$ cat src/rtl/csr_pkg.sv
// csr_pkg: shared address map, FSM states and error-cause indices for apb_csr_ctrl_gen
package csr_pkg;

    typedef enum logic [1:0] {ST_IDLE, ST_ACCESS, ST_WAIT} state_t;

    localparam int ERR_RD_WO = 0;
    localparam int ERR_WR_RO = 1;
    localparam int ERR_RANGE = 2;
    localparam int ERR_FULL  = 3;
    localparam int ERR_EMPTY = 4;
    localparam int ERR_OP    = 5;
    localparam int ERR_N     = 6;

    function automatic int last_data_addr(input int n);
        return n;
    endfunction

    function automatic int res_addr(input int n);
        return n + 1;
    endfunction

    function automatic int status_addr(input int n);
        return n + 2;
    endfunction

    function automatic int err_addr(input int n);
        return n + 3;
    endfunction

endpackage

$ cat src/rtl/csr_err_decode.sv
// csr_err_decode: combinational error/cause decode of an APB setup; ERR register mapped when CSR_ERR_CODE_EN is defined
module csr_err_decode
    import csr_pkg::*;
#(
    parameter int NUM_DATA       = 2,
    parameter int NUM_OPS        = 2,
    parameter int OPERATION_SIZE = 2,
    parameter int ADDR_W         = $clog2(NUM_DATA + 4)
) (
    input  logic [ADDR_W-1:0]         addr,
    input  logic                      write,
    input  logic [OPERATION_SIZE-1:0] op,
    input  logic                      full_in,
    input  logic                      empty_out,
    output logic                      err,
    output logic [ERR_N-1:0]          cause
);

    localparam logic [ADDR_W-1:0] A_LAST = ADDR_W'(last_data_addr(NUM_DATA));
    localparam logic [ADDR_W-1:0] A_RES  = ADDR_W'(res_addr(NUM_DATA));
    localparam logic [ADDR_W-1:0] A_STAT = ADDR_W'(status_addr(NUM_DATA));
    localparam logic [ADDR_W-1:0] A_ERR  = ADDR_W'(err_addr(NUM_DATA));

    logic             wr_reg, rd_reg, is_ctrl, is_err_reg;
    logic [ERR_N-1:0] raw;

    // Classify the address, raise every applicable cause, keep the lowest as the one-hot cause
    always_comb begin
        is_ctrl = addr == '0;
        wr_reg  = addr <= A_LAST;
`ifdef CSR_ERR_CODE_EN
        is_err_reg = addr == A_ERR;
`else
        is_err_reg = 1'b0;
`endif
        rd_reg          = addr == A_RES || addr == A_STAT || is_err_reg;
        raw             = '0;
        raw[ERR_RD_WO]  = !write && wr_reg;
        raw[ERR_WR_RO]  = write && rd_reg;
        raw[ERR_RANGE]  = !wr_reg && !rd_reg;
        raw[ERR_FULL]   = write && wr_reg && full_in;
        raw[ERR_EMPTY]  = !write && addr == A_RES && empty_out;
        raw[ERR_OP]     = write && is_ctrl && (op == '0 || 32'(op) > NUM_OPS);
        cause           = raw & (~raw + ERR_N'(1));
        err             = |raw;
    end

endmodule

$ cat src/rtl/apb_csr_ctrl_gen.sv
// apb_csr_ctrl_gen: APB3 slave for the ALU CSR bank with register/FIFO strobes; CSR_ERR_CODE_EN adds the ERR cause register
module apb_csr_ctrl_gen
    import csr_pkg::*;
#(
    parameter int NUM_DATA       = 2,
    parameter int NUM_OPS        = 2,
    parameter int OPERATION_SIZE = 2,
    parameter int FIFO_OUT_WIDTH = 25,
    parameter int APB_BUS_SIZE   = 32,
    parameter int READ_WAIT      = 1,
    parameter int ADDR_W         = $clog2(NUM_DATA + 4)
) (
    input  logic                      clk,
    input  logic                      rst,
    input  logic [ADDR_W-1:0]         paddr,
    input  logic                      psel,
    input  logic                      penable,
    input  logic                      pwrite,
    input  logic [APB_BUS_SIZE-1:0]   pwdata,
    input  logic                      full_in,
    input  logic                      empty_out,
    input  logic [FIFO_OUT_WIDTH-1:0] final_result,
    input  logic [FIFO_OUT_WIDTH-1:0] fifo_out_status,
    output logic                      pready,
    output logic                      pslverr,
    output logic [APB_BUS_SIZE-1:0]   prdata,
    output logic [NUM_DATA:0]         reg_we,
    output logic                      fifo_in_wr_en,
    output logic                      fifo_out_rd_en
);

    localparam logic [ADDR_W-1:0] A_RES     = ADDR_W'(res_addr(NUM_DATA));
    localparam logic [ADDR_W-1:0] A_STAT    = ADDR_W'(status_addr(NUM_DATA));
    localparam logic [2:0]        WAIT_INIT = 3'(READ_WAIT - 1);

    state_t            state, next_state;
    logic [2:0]        cnt;
    logic [ADDR_W-1:0] lat_addr;
    logic              lat_write, lat_err, lat_start;
    logic              dec_err, legal_rd, legal_wr, res_rd, done, setup;
    logic [ERR_N-1:0]  dec_cause;
    logic [APB_BUS_SIZE-1:0] rd_mux;
    logic              unused_bits;

    csr_err_decode #(
        .NUM_DATA       (NUM_DATA),
        .NUM_OPS        (NUM_OPS),
        .OPERATION_SIZE (OPERATION_SIZE),
        .ADDR_W         (ADDR_W)
    ) u_dec (
        .addr      (paddr),
        .write     (pwrite),
        .op        (pwdata[OPERATION_SIZE-1:0]),
        .full_in   (full_in),
        .empty_out (empty_out),
        .err       (dec_err),
        .cause     (dec_cause)
    );

`ifdef CSR_ERR_CODE_EN
    localparam logic [ADDR_W-1:0] A_ERR = ADDR_W'(err_addr(NUM_DATA));
    logic [ERR_N-1:0] lat_cause, err_q;

    assign unused_bits = ^{1'b0, pwdata[APB_BUS_SIZE-1:OPERATION_SIZE+1]};
    assign rd_mux = lat_addr == A_RES  ? APB_BUS_SIZE'(final_result) :
                    lat_addr == A_STAT ? APB_BUS_SIZE'(fifo_out_status) :
                    lat_addr == A_ERR  ? APB_BUS_SIZE'(err_q) : '0;

    // Sticky cause of the last errored transfer, cleared by a clean ERR read
    always_ff @(posedge clk or posedge rst) begin
        if (rst) begin
            lat_cause <= '0;
            err_q     <= '0;
        end else begin
            if (setup)
                lat_cause <= dec_cause;
            if (done && lat_err)
                err_q <= lat_cause;
            else if (done && legal_rd && lat_addr == A_ERR)
                err_q <= '0;
        end
    end
`else
    assign unused_bits = ^{1'b0, pwdata[APB_BUS_SIZE-1:OPERATION_SIZE+1], dec_cause};
    assign rd_mux = lat_addr == A_RES  ? APB_BUS_SIZE'(final_result) :
                    lat_addr == A_STAT ? APB_BUS_SIZE'(fifo_out_status) : '0;
`endif

    // Transfer FSM next state plus the completion-cycle bus response and strobes
    always_comb begin
        setup          = state == ST_IDLE && psel && !penable;
        legal_rd       = !lat_write && !lat_err;
        legal_wr       = lat_write && !lat_err;
        res_rd         = legal_rd && lat_addr == A_RES;
        done           = psel && ((state == ST_ACCESS && !(res_rd && READ_WAIT > 0)) ||
                                  (state == ST_WAIT && cnt == '0));
        pready         = done;
        pslverr        = done && lat_err;
        prdata         = (done && legal_rd) ? rd_mux : '0;
        reg_we         = (done && legal_wr) ? (NUM_DATA + 1)'(1) << lat_addr : '0;
        fifo_out_rd_en = psel && state == ST_ACCESS && legal_rd &&
                         (lat_addr == A_RES || lat_addr == A_STAT);
        next_state     = state;
        case (state)
            ST_IDLE:   next_state = setup ? ST_ACCESS : ST_IDLE;
            ST_ACCESS: next_state = (psel && !done) ? ST_WAIT : ST_IDLE;
            ST_WAIT:   next_state = (psel && !done) ? ST_WAIT : ST_IDLE;
            default:   next_state = ST_IDLE;
        endcase
    end

    // State register
    always_ff @(posedge clk or posedge rst) begin
        if (rst)
            state <= ST_IDLE;
        else
            state <= next_state;
    end

    // Setup-phase latches, wait counter and the delayed FIFO_IN push
    always_ff @(posedge clk or posedge rst) begin
        if (rst) begin
            lat_addr      <= '0;
            lat_write     <= 1'b0;
            lat_err       <= 1'b0;
            lat_start     <= 1'b0;
            cnt           <= '0;
            fifo_in_wr_en <= 1'b0;
        end else begin
            if (setup) begin
                lat_addr  <= paddr;
                lat_write <= pwrite;
                lat_err   <= dec_err;
                lat_start <= pwdata[OPERATION_SIZE];
            end
            if (state == ST_ACCESS)
                cnt <= WAIT_INIT;
            else if (state == ST_WAIT && cnt != '0)
                cnt <= cnt - 3'd1;
            fifo_in_wr_en <= done && legal_wr && lat_addr == '0 && lat_start;
        end
    end

endmodule

$ cat config.mk
export PLATFORM = sky130hd
export DESIGN_NAME = apb_csr_ctrl_gen
export DESIGN_NICKNAME = d
export VERILOG_FILES = /design/src/rtl/csr_pkg.sv /design/src/rtl/csr_err_decode.sv /design/src/rtl/apb_csr_ctrl_gen.sv
export SDC_FILE = /design/constraint.sdc
export NUM_CORES = 1
export LEC_CHECK = 0
export CORE_MARGIN = 2
export CORE_UTILIZATION = 33
export CTS_CLUSTER_DIAMETER = 30
export CTS_CLUSTER_SIZE = 25
export DETAILED_ROUTE_END_ITERATION = 10
export GPL_ROUTABILITY_DRIVEN = 0
export PLACE_DENSITY = 0.86
export RECOVER_POWER = 25
export SYNTH_ARGS = -nofsm -noshare
export SYNTH_HDL_FRONTEND = slang
export SYNTH_SLANG_ARGS = --single-unit
$ cat constraint.sdc
create_clock -name clk -period 5.75 [get_ports clk]
set_input_delay 1.4375 -clock clk [delete_from_list [all_inputs] [get_ports clk]]
set_output_delay 1.4375 -clock clk [all_outputs]
set_load 0.02 [all_outputs]
==> results of run 1 <==
## power by group
group          switching, mW  total, mW  internal (mW)
clock network         0.0265     0.0723         0.0458
registers             0.0114      0.107         0.0957
logic                 0.0889      0.169         0.0806
total                  0.127      0.349          0.222
## routing by layer
| layer | up-vias | global-route usage [%] | share of wire [%] |
|---|---|---|---|
| met3 | 6 | 3.63 | 6.9 |
| met5 | - | 0 | 0 |
| met1 | 696 | 22.3 | 44 |
| met4 | 0 | 3.92 | 2.0 |
| li1 | 726 | - | - |
| met2 | 62 | 28.3 | 47 |
## worst max-delay path: cells and delay by family
family                 cells  cell delay (ns)
AO/OA/AOI/OAI              1             0.23
buffers and inverters      3             1.54
AND/OR/NAND/NOR            1             0.26
## kinds of logic after synthesis
kind of cell    after synthesis  synth area share, %
xor+xnor                      2                 1.24
simple gates                 28                 12.8
other cells                   1                0.266
fa+ha+maj                     6                 5.32
compound gates               62                 43.4
flops                        12                 21.3
buf+inv                      27                 11.7
mux                           5                 3.99
## path summary, 6_finish.rpt
| check | from | to |
|---|---|---|
| max | psel | prdata[22] |
| min | lat_start | lat_start |
| max reg2reg | lat_addr[2] | state[1] |
| min reg2reg | lat_start | lat_start |
| max in group asynchronous | rst | lat_addr[2] |
| min in group asynchronous | rst | state[0] |
## layout make-up
| class | count | area (µm²) |
|---|---|---|
| Fill cell | 358 | 1690 |
| Inverter | 7 | 26.3 |
| Sequential cell | 12 | 300 |
| Multi-Input combinational cell | 110 | 967 |
| Timing Repair Buffer | 98 | 971 |
| Clock buffer | 3 | 41.3 |
| Tap cell | 50 | 62.6 |
## through the flow
step                setup WS (ns)  area (µm²)  instances  utilization, %
global route                0.732        2370        280            58.4
global placement            0.871        2330        277            57.4
detailed placement          0.838        2330        277            57.4
floorplan                    2.09        1430        149               -
CTS                         0.837        2370        280            58.4
finish                      0.830        2370        280            58.4
## layout by cell type (no fill, tap or decap), types with 2 or more instances in the layout
master / Yosys / final
nor2_1: 7 / 7
mux2_2: 5 / 5
conb_1: 1 / 7
nor4b_1: 3 / 3
nand2_1: 4 / 4
nand3b_1: 3 / 3
dfrtp_1: 12 / 12
a21oi_1: 2 / 2
clkbuf_8: 0 / 3
a211oi_2: 29 / 29
a22oi_1: 25 / 25
a211oi_1: 2 / 2
clkdlybuf4s50_1: 0 / 93
ha_1: 6 / 6
buf_4: 7 / 4
inv_1: 7 / 7
## flip-flops by register name, indices dropped and copies added, names as in the netlist
name / count
cnt: 3
lat_addr: 3
state: 2
fifo_in_wr_en: 1
lat_err: 1
lat_start: 1
lat_write: 1
==> results_dict.tcl, run 1 <==
set metrics [dict create \
    vias 1490 \
    yosys_warnings 0 \
    h-tree-depth 1 \
    reg2regPathDepth 4 \
    setup_viol 0 \
    crit_type "input pin to output pin" \
    slowest_stage "clkdlybuf4s50_1" \
    yosysMostFrequentCell "a211oi_2" \
    drive_gt1_share_pct 18.7 \
    cts_sinks 12 \
    drt_iter0_markers 71 \
    max_slew.worst_pin.slew_ns 0.914 \
    reg2reg_slack_ns 3.70 \
    synthDistinctLibCells 34 \
    cts-hold-fix-buffers 0 \
    syn_avg_cell_area_um2 9.86 \
    clkTransAtPathRegs_ns 0.05 \
    tns_ns 0 \
    placementRows 23 \
    leakage_nw 0.759 \
    ant_nets 0 \
    netlist_area_mm2 0.00141 \
    boundaryPins 131 \
    wl_per_cell_um 14.9 \
    hold_ws_ns 0.513 \
    arrival_ns 3.48 \
    synth-seq-cells 12 \
    cts_tree "done" \
    hpwl_um 3100 \
    worstPathMaxFanout 20 \
    post-cts-setup-buffers 0 \
    async_flop_share_pct 100 \
    yosys-top-cells-area "a211oi_2 (26%), dfrtp_1 (21%), a22oi_1 (13%), ha_1 (5.3%), mux2_2 (4.0%)" \
    cts_buffer_depth 2 \
    cts-resized-gates 0 \
    global_route.usage.total_pct 16.9 \
    slowest_delay_ns 0.64 \
    crit_top_cell "clkdlybuf4s50_1" \
    core_area_mm2 0.00406 \
    fmax_mhz 203 \
    grt_max_degree 32 \
    die_h_um 69.4 \
    worstSetupEndpointType "output pin" \
    grt_pass1_vias 1400 \
    irDropWorstVdd_mv 0.193 \
    diodes 0 \
    crit_chain "clkdlybuf4s50_1 > nand2_1 > buf_4 > a211oi_2 > clkdlybuf4s50_1" \
    synth_top_area_share_pct 25.7 \
    fin_crit_ns 4.92 \
    fin_skew_ns 0.00286 \
    die_w_um 69.4 \
    die_area_mm2 0.00481 \
    gr-total-overflow 0 \
    yosysTopAreaCell "a211oi_2" \
    worstHoldPathType "flip-flop to flip-flop" \
    cp-start-kind "input pin" \
    yosys-top-cells-count "a211oi_2 (29), a22oi_1 (25), dfrtp_1 (12)" \
    final_max_slew_viol_count 0 \
    outcome "finished, final reports clean" \
    rsz0062_at_grt "false" \
    grt_first_pass_wirelength_um 6920 \
    clock_latency_ns 0.23 \
    drc 0 \
    fin_nets 330 \
    ys_seq_area_share_pct 21.3 \
    antenna_found_initial 0 \
    port_buffers 94 \
    dr.pass1.iters 4 \
    cap_violations 0 \
    clockRootBuffer "clkbuf_8" \
    ys.flop_type "dfrtp_1" \
    max-slew-margin-rel_pct 39.1 \
    avgViaCountPerCell 5.32 \
    p_total_mw 0.349 \
    crit_required_ns 4.31 \
    syn_to_final_growth_pct 68.0 \
    synth_edf_count 0 \
    power_density_mw_per_mm2 147 \
    synthCells 143 \
    wirelength_um 4180 \
    period_share_pct 85.6 \
    hold_violations 0 \
    cts_made_buffers 3 \
    worstHoldPathCells 1 \
    initial_core_util_pct 34.8 \
]
No activity file was read; power rests on OpenSTA's default activity.
==> run 2: changes to the inputs <==
- CORE_UTILIZATION: 33 -> 55
- DONT_BUFFER_PORTS: default -> 1
- PLACE_DENSITY: 0.86 -> 0.7
==> run 2 against run 1 <==
  * Maximum frequency is 19% higher
  * Cell area is 41% lower
  * Combinational power is 31% lower
  * Total power is 17% lower
  * Worst hold slack better by 0.020 ns
  * Core utilization is 1.7 points lower
  * Wire length is 27% lower
  * Via count is 24% lower
  * Count of clock-buffer cells in the layout is 1 higher
  * Clock skew is 0.0023 ns lower
  * Critical endpoint is now pready
  * Largest cell class is now multi-input combinational cells
  * Largest power group unchanged
==> results_dict.tcl, run 2 (synthesis gave the netlist of run 1 again) <==
set metrics [dict create \
    drt_iter0_markers 41 \
    reg_top3 "cnt (3), lat_addr (3), state (2)" \
    drive_gt1_share_pct 31.6 \
    drc 0 \
    cts_buffer_depth 2 \
    hpwl_um 2220 \
    hold_violations 0 \
    grt_max_degree 32 \
    h-tree-depth 1 \
    setup_viol 0 \
    slowest_stage "and3b_1" \
    stdcell_count 166 \
    grt_first_pass_wirelength_um 4030 \
    power_density_mw_per_mm2 209 \
    placementRows 18 \
    final_max_slew_viol_count 0 \
    stdcell_area_mm2 0.00139 \
    multi_input_comb_area_um2 967 \
    diodes 0 \
    leakage_nw 0.402 \
    port_buffers 0 \
    fin_crit_ns 4.13 \
    avgViaCountPerCell 6.86 \
    clockRootBuffer "clkbuf_4" \
    antenna_found_initial 0 \
    die_w_um 54.6 \
    clkPwrFrac_pct 23.6 \
    fin_nets 235 \
    swShare_pct 40.4 \
    boundaryPins 131 \
    initial_core_util_pct 57.4 \
    period_share_pct 71.9 \
    worstSetupEndpointType "output pin" \
    dr.pass1.iters 5 \
    cts-resized-gates 0 \
    max_slew.worst_pin.slew_ns 0.923 \
    arrival_ns 2.69 \
    cts_tree "done" \
    placed_cell_area_mm2 0.00135 \
    wirelength_um 3040 \
    cp-start-kind "flip-flop" \
    grt_pass1_vias 897 \
    worstHoldPathType "flip-flop to flip-flop" \
    cts_made_buffers 3 \
    p_total_mw 0.290 \
    ant_nets 0 \
    die_area_mm2 0.00298 \
    slowest_delay_ns 0.83 \
    hold_ws_ns 0.533 \
    layout_commonest_cell "a211oi_2" \
    seq_power_share_pct 36.5 \
    core_area_mm2 0.00245 \
    cts-hold-fix-buffers 0 \
    gr-total-overflow 0 \
    crit_type "flip-flop to output pin" \
    fmax_mhz 242 \
    vias 1138 \
    post-cts-setup-buffers 0 \
    ff_latch_area_um2 300 \
    irDropWorstVdd_mv 0.197 \
    syn_to_final_growth_pct -1.42 \
    dp.cells 162 \
    p_int_mw 0.173 \
    max-slew-margin-rel_pct 38.4 \
    die_h_um 54.6 \
    rsz0062_at_grt "false" \
    cts_sinks 12 \
    crit_chain "and3b_1 > a21bo_2 > a21oi_1" \
    global_route.usage.total_pct 18.5 \
    tns_ns 0 \
    outcome "finished, final reports clean" \
    crit_required_ns 4.31 \
    fin_skew_ns 0.000597 \
    worstPathMaxFanout 31 \
    p_comb_share_pct 39.9 \
    clock_latency_ns 0.27 \
    clkTransAtPathRegs_ns 0.08 \
    cp_num_buf_inv 0 \
    n_fill_cell 225 \
    cp_top_family "compound AO/OA/AOI/OAI gates" \
    cap_violations 0 \
    p_switching_mw 0.117 \
    layout_common_cells "a211oi_2 (29), a22oi_1 (25), dfrtp_1 (12)" \
    wl_per_cell_um 18.3 \
]
run 2: layout make-up:
cell class	instances	share of cell area, %
inverter	7	1.89
clock buffer	4	2.61
multi-input combinational	110	69.6
tap	30	2.70
sequential	12	21.6
timing repair buffer	3	1.62
run 2: routing by layer:
layer | up-vias | GRT usage, % | part of all wire (%) | routed length [µm]
li1 | 536 | - | - | -
met1 | 545 | 22.5 | 40 | 1200
met2 | 55 | 32.3 | 50 | 1530
met3 | 2 | 3.83 | 9.9 | 300
met4 | 0 | 5.83 | 0.30 | 9
met5 | - | 0 | 0 | 0
run 2: power groups by stage:
stage	clock (mW)	combinational, mW	sequential, mW
floorplan	0	0.113	0.105
CTS	0.0695	0.117	0.106
global placement	0	0.111	0.107
finish	0.0685	0.116	0.106
detailed placement	0	0.116	0.108
global route	0.0732	0.128	0.108
run 2: stage by stage:
step | utilization (%) | setup WS [ns]
2_1_floorplan | - | 2.09
3_3_place_gp | 55.1 | 1.99
3_5_place_dp | 55.1 | 1.88
4_1_cts | 56.6 | 1.58
5_1_grt | 56.6 | 1.38
6_report | 56.6 | 1.62
run 2: worst paths after layout:
check / start / end / slack (ns) / cells past startpoint
max in group asynchronous: rst / lat_addr[1] / 4.39 / 1
hold / removal: lat_write / lat_write / 0.53 / 1
setup / recovery: lat_addr[2] / pready / 1.62 / 3
hold reg to reg: lat_write / lat_write / 0.53 / 1
setup reg to reg: lat_addr[2] / state[1] / 3.32 / 3
min in group asynchronous: rst / state[0] / 1.05 / 1
==> run 3: changes to the inputs <==
- clock period: 5.75 -> 4.2 ns (I/O delays scaled with it)
==> run 3 against run 2 <==
  * Non-clock buffer count grew 1
  * Total power grew 38%
  * Core utilization grew 0.31 points
  * Sequential power grew 37%
  * Combinational power grew 40%
  * Count of clock-buffer cells in the layout is the same
  * Setup slack lost 0.83 ns
  * Critical path depth grew 3
  * Die area is the same
  * Global-route usage grew 0.63 points
  * First-iteration DRC count shrank 46%
  * Worst hold slack gained 0.0013 ns
==> results_dict.tcl, run 3 (synthesis gave the netlist of run 1 again) <==
set metrics [dict create \
    stdcell_area_mm2 0.00140 \
    cts_made_buffers 3 \
    fin_skew_ns 0.00290 \
    crit_top_cell "ha_1" \
    die_area_mm2 0.00298 \
    min_from "lat_write" \
    wl_per_cell_um 18.4 \
    wirelength_um 3080 \
    cts-hold-fix-buffers 0 \
    max_slew.worst_pin.slew_ns 0.862 \
    hold_violations 0 \
    clkTransAtPathRegs_ns 0.08 \
    slowest_delay_ns 0.44 \
    initial_core_util_pct 57.4 \
    antenna_found_initial 0 \
    outcome "finished, final reports clean" \
    crit_required_ns 3.15 \
    final_max_slew_viol_count 0 \
    p_total_mw 0.400 \
    die_h_um 54.6 \
    fmax_mhz 293 \
    gr-total-overflow 0 \
    worstPathMaxFanout 16 \
    cts_buffer_depth 2 \
    leakage_nw 0.407 \
    die_w_um 54.6 \
    syn_to_final_growth_pct -0.887 \
    n_fill_cell 224 \
    layout_common_cells "a211oi_2 (29), a22oi_1 (25), dfrtp_1 (12)" \
    avgViaCountPerCell 6.77 \
    grt_max_degree 32 \
    boundaryPins 131 \
    fin_nets 236 \
    grt_first_pass_wirelength_um 4050 \
    power_density_mw_per_mm2 286 \
    reg_top3 "cnt (3), lat_addr (3), state (2)" \
    cp_num_buf_inv 2 \
    global_route.usage.total_pct 19.2 \
    dp.cells 163 \
    rsz0062_at_grt "false" \
    layout_commonest_cell "a211oi_2" \
    dr.pass1.iters 4 \
    clock_latency_ns 0.27 \
    stdcell_count 167 \
    worstHoldPathType "flip-flop to flip-flop" \
    drc 0 \
    crit_chain "inv_1 > ha_1 > ha_1 > nand2_1 > buf_4 > a211oi_2" \
    drive_gt1_share_pct 32.1 \
    cts_tree "done" \
    vias 1130 \
    clockRootBuffer "clkbuf_4" \
    worstSetupEndpointType "output pin" \
    arrival_ns 2.37 \
    placementRows 18 \
    drt_iter0_markers 22 \
    core_area_mm2 0.00245 \
    critPathLaunch "cnt[0]" \
    cp_top_family "buffers and inverters" \
    max-slew-margin-rel_pct 42.5 \
    cts_sinks 12 \
    diodes 0 \
    cap_violations 0 \
    placed_cell_area_mm2 0.00136 \
    fin_crit_ns 3.42 \
    cp-start-kind "flip-flop" \
    irDropWorstVdd_mv 0.244 \
    tns_ns 0 \
    fin_util_pct 56.9 \
    ant_nets 0 \
    cts-resized-gates 0 \
    hpwl_um 2210 \
    post-cts-setup-buffers 0 \
    grt_pass1_vias 901 \
    r2r-start "lat_addr[2]" \
    h-tree-depth 1 \
    setup_viol 0 \
    slowest_stage "nand2_1" \
    port_buffers 0 \
    crit_type "flip-flop to output pin" \
    period_share_pct 81.3 \
]
[run 3: changes by cell type in the layout (fill, tap and decap cells not counted)]
cell   delta
buf_4     +1
[run 3: report_power, final]
group / switching (mW) / leakage [nW] / total [mW] / internal (mW)
clock network: 0.0396 / 0.0210 / 0.0924 / 0.0527
logic: 0.106 / 0.235 / 0.162 / 0.0556
registers: 0.0150 / 0.151 / 0.145 / 0.130
total: 0.161 / 0.407 / 0.400 / 0.239
[run 3: stage by stage]
stage | setup WS [ns] | hold WS, ns
floorplan | 1.32 | 0.479
global placement | 1.13 | 0.516
detailed placement | 1.08 | 0.516
CTS | 0.751 | 0.536
global route | 0.619 | 0.562
finish | 0.784 | 0.534
[run 3: layer usage]
metal  vias up  track usage, %  routed length [µm]
met5         -               0                   0
met1       533            21.8                1260
li1        540               -                   -
met3         0            4.64                 269
met4         0            7.50                   0
met2        57            33.9                1550
[run 3: cell type report]
class / instances / area [µm²] / area share [%]
clock buffers: 4 / 36.3 / 2.60
inverters: 7 / 26.3 / 1.88
multi-input cells: 110 / 967 / 69.2
flip-flops and latches: 12 / 300 / 21.5
well taps: 30 / 37.5 / 2.69
repair buffers: 4 / 30.0 / 2.15
[run 3: final timing paths]
kind / to / slack (ns) / cells after the start
worst max register to register: state[1] / 2.15 / 4
worst min register to register: lat_write / 0.53 / 1
min in group asynchronous: lat_write / 0.66 / 1
worst min-delay path: lat_write / 0.53 / 1
worst max-delay path: prdata[8] / 0.78 / 6
max in group asynchronous: cnt[1] / 3.22 / 1
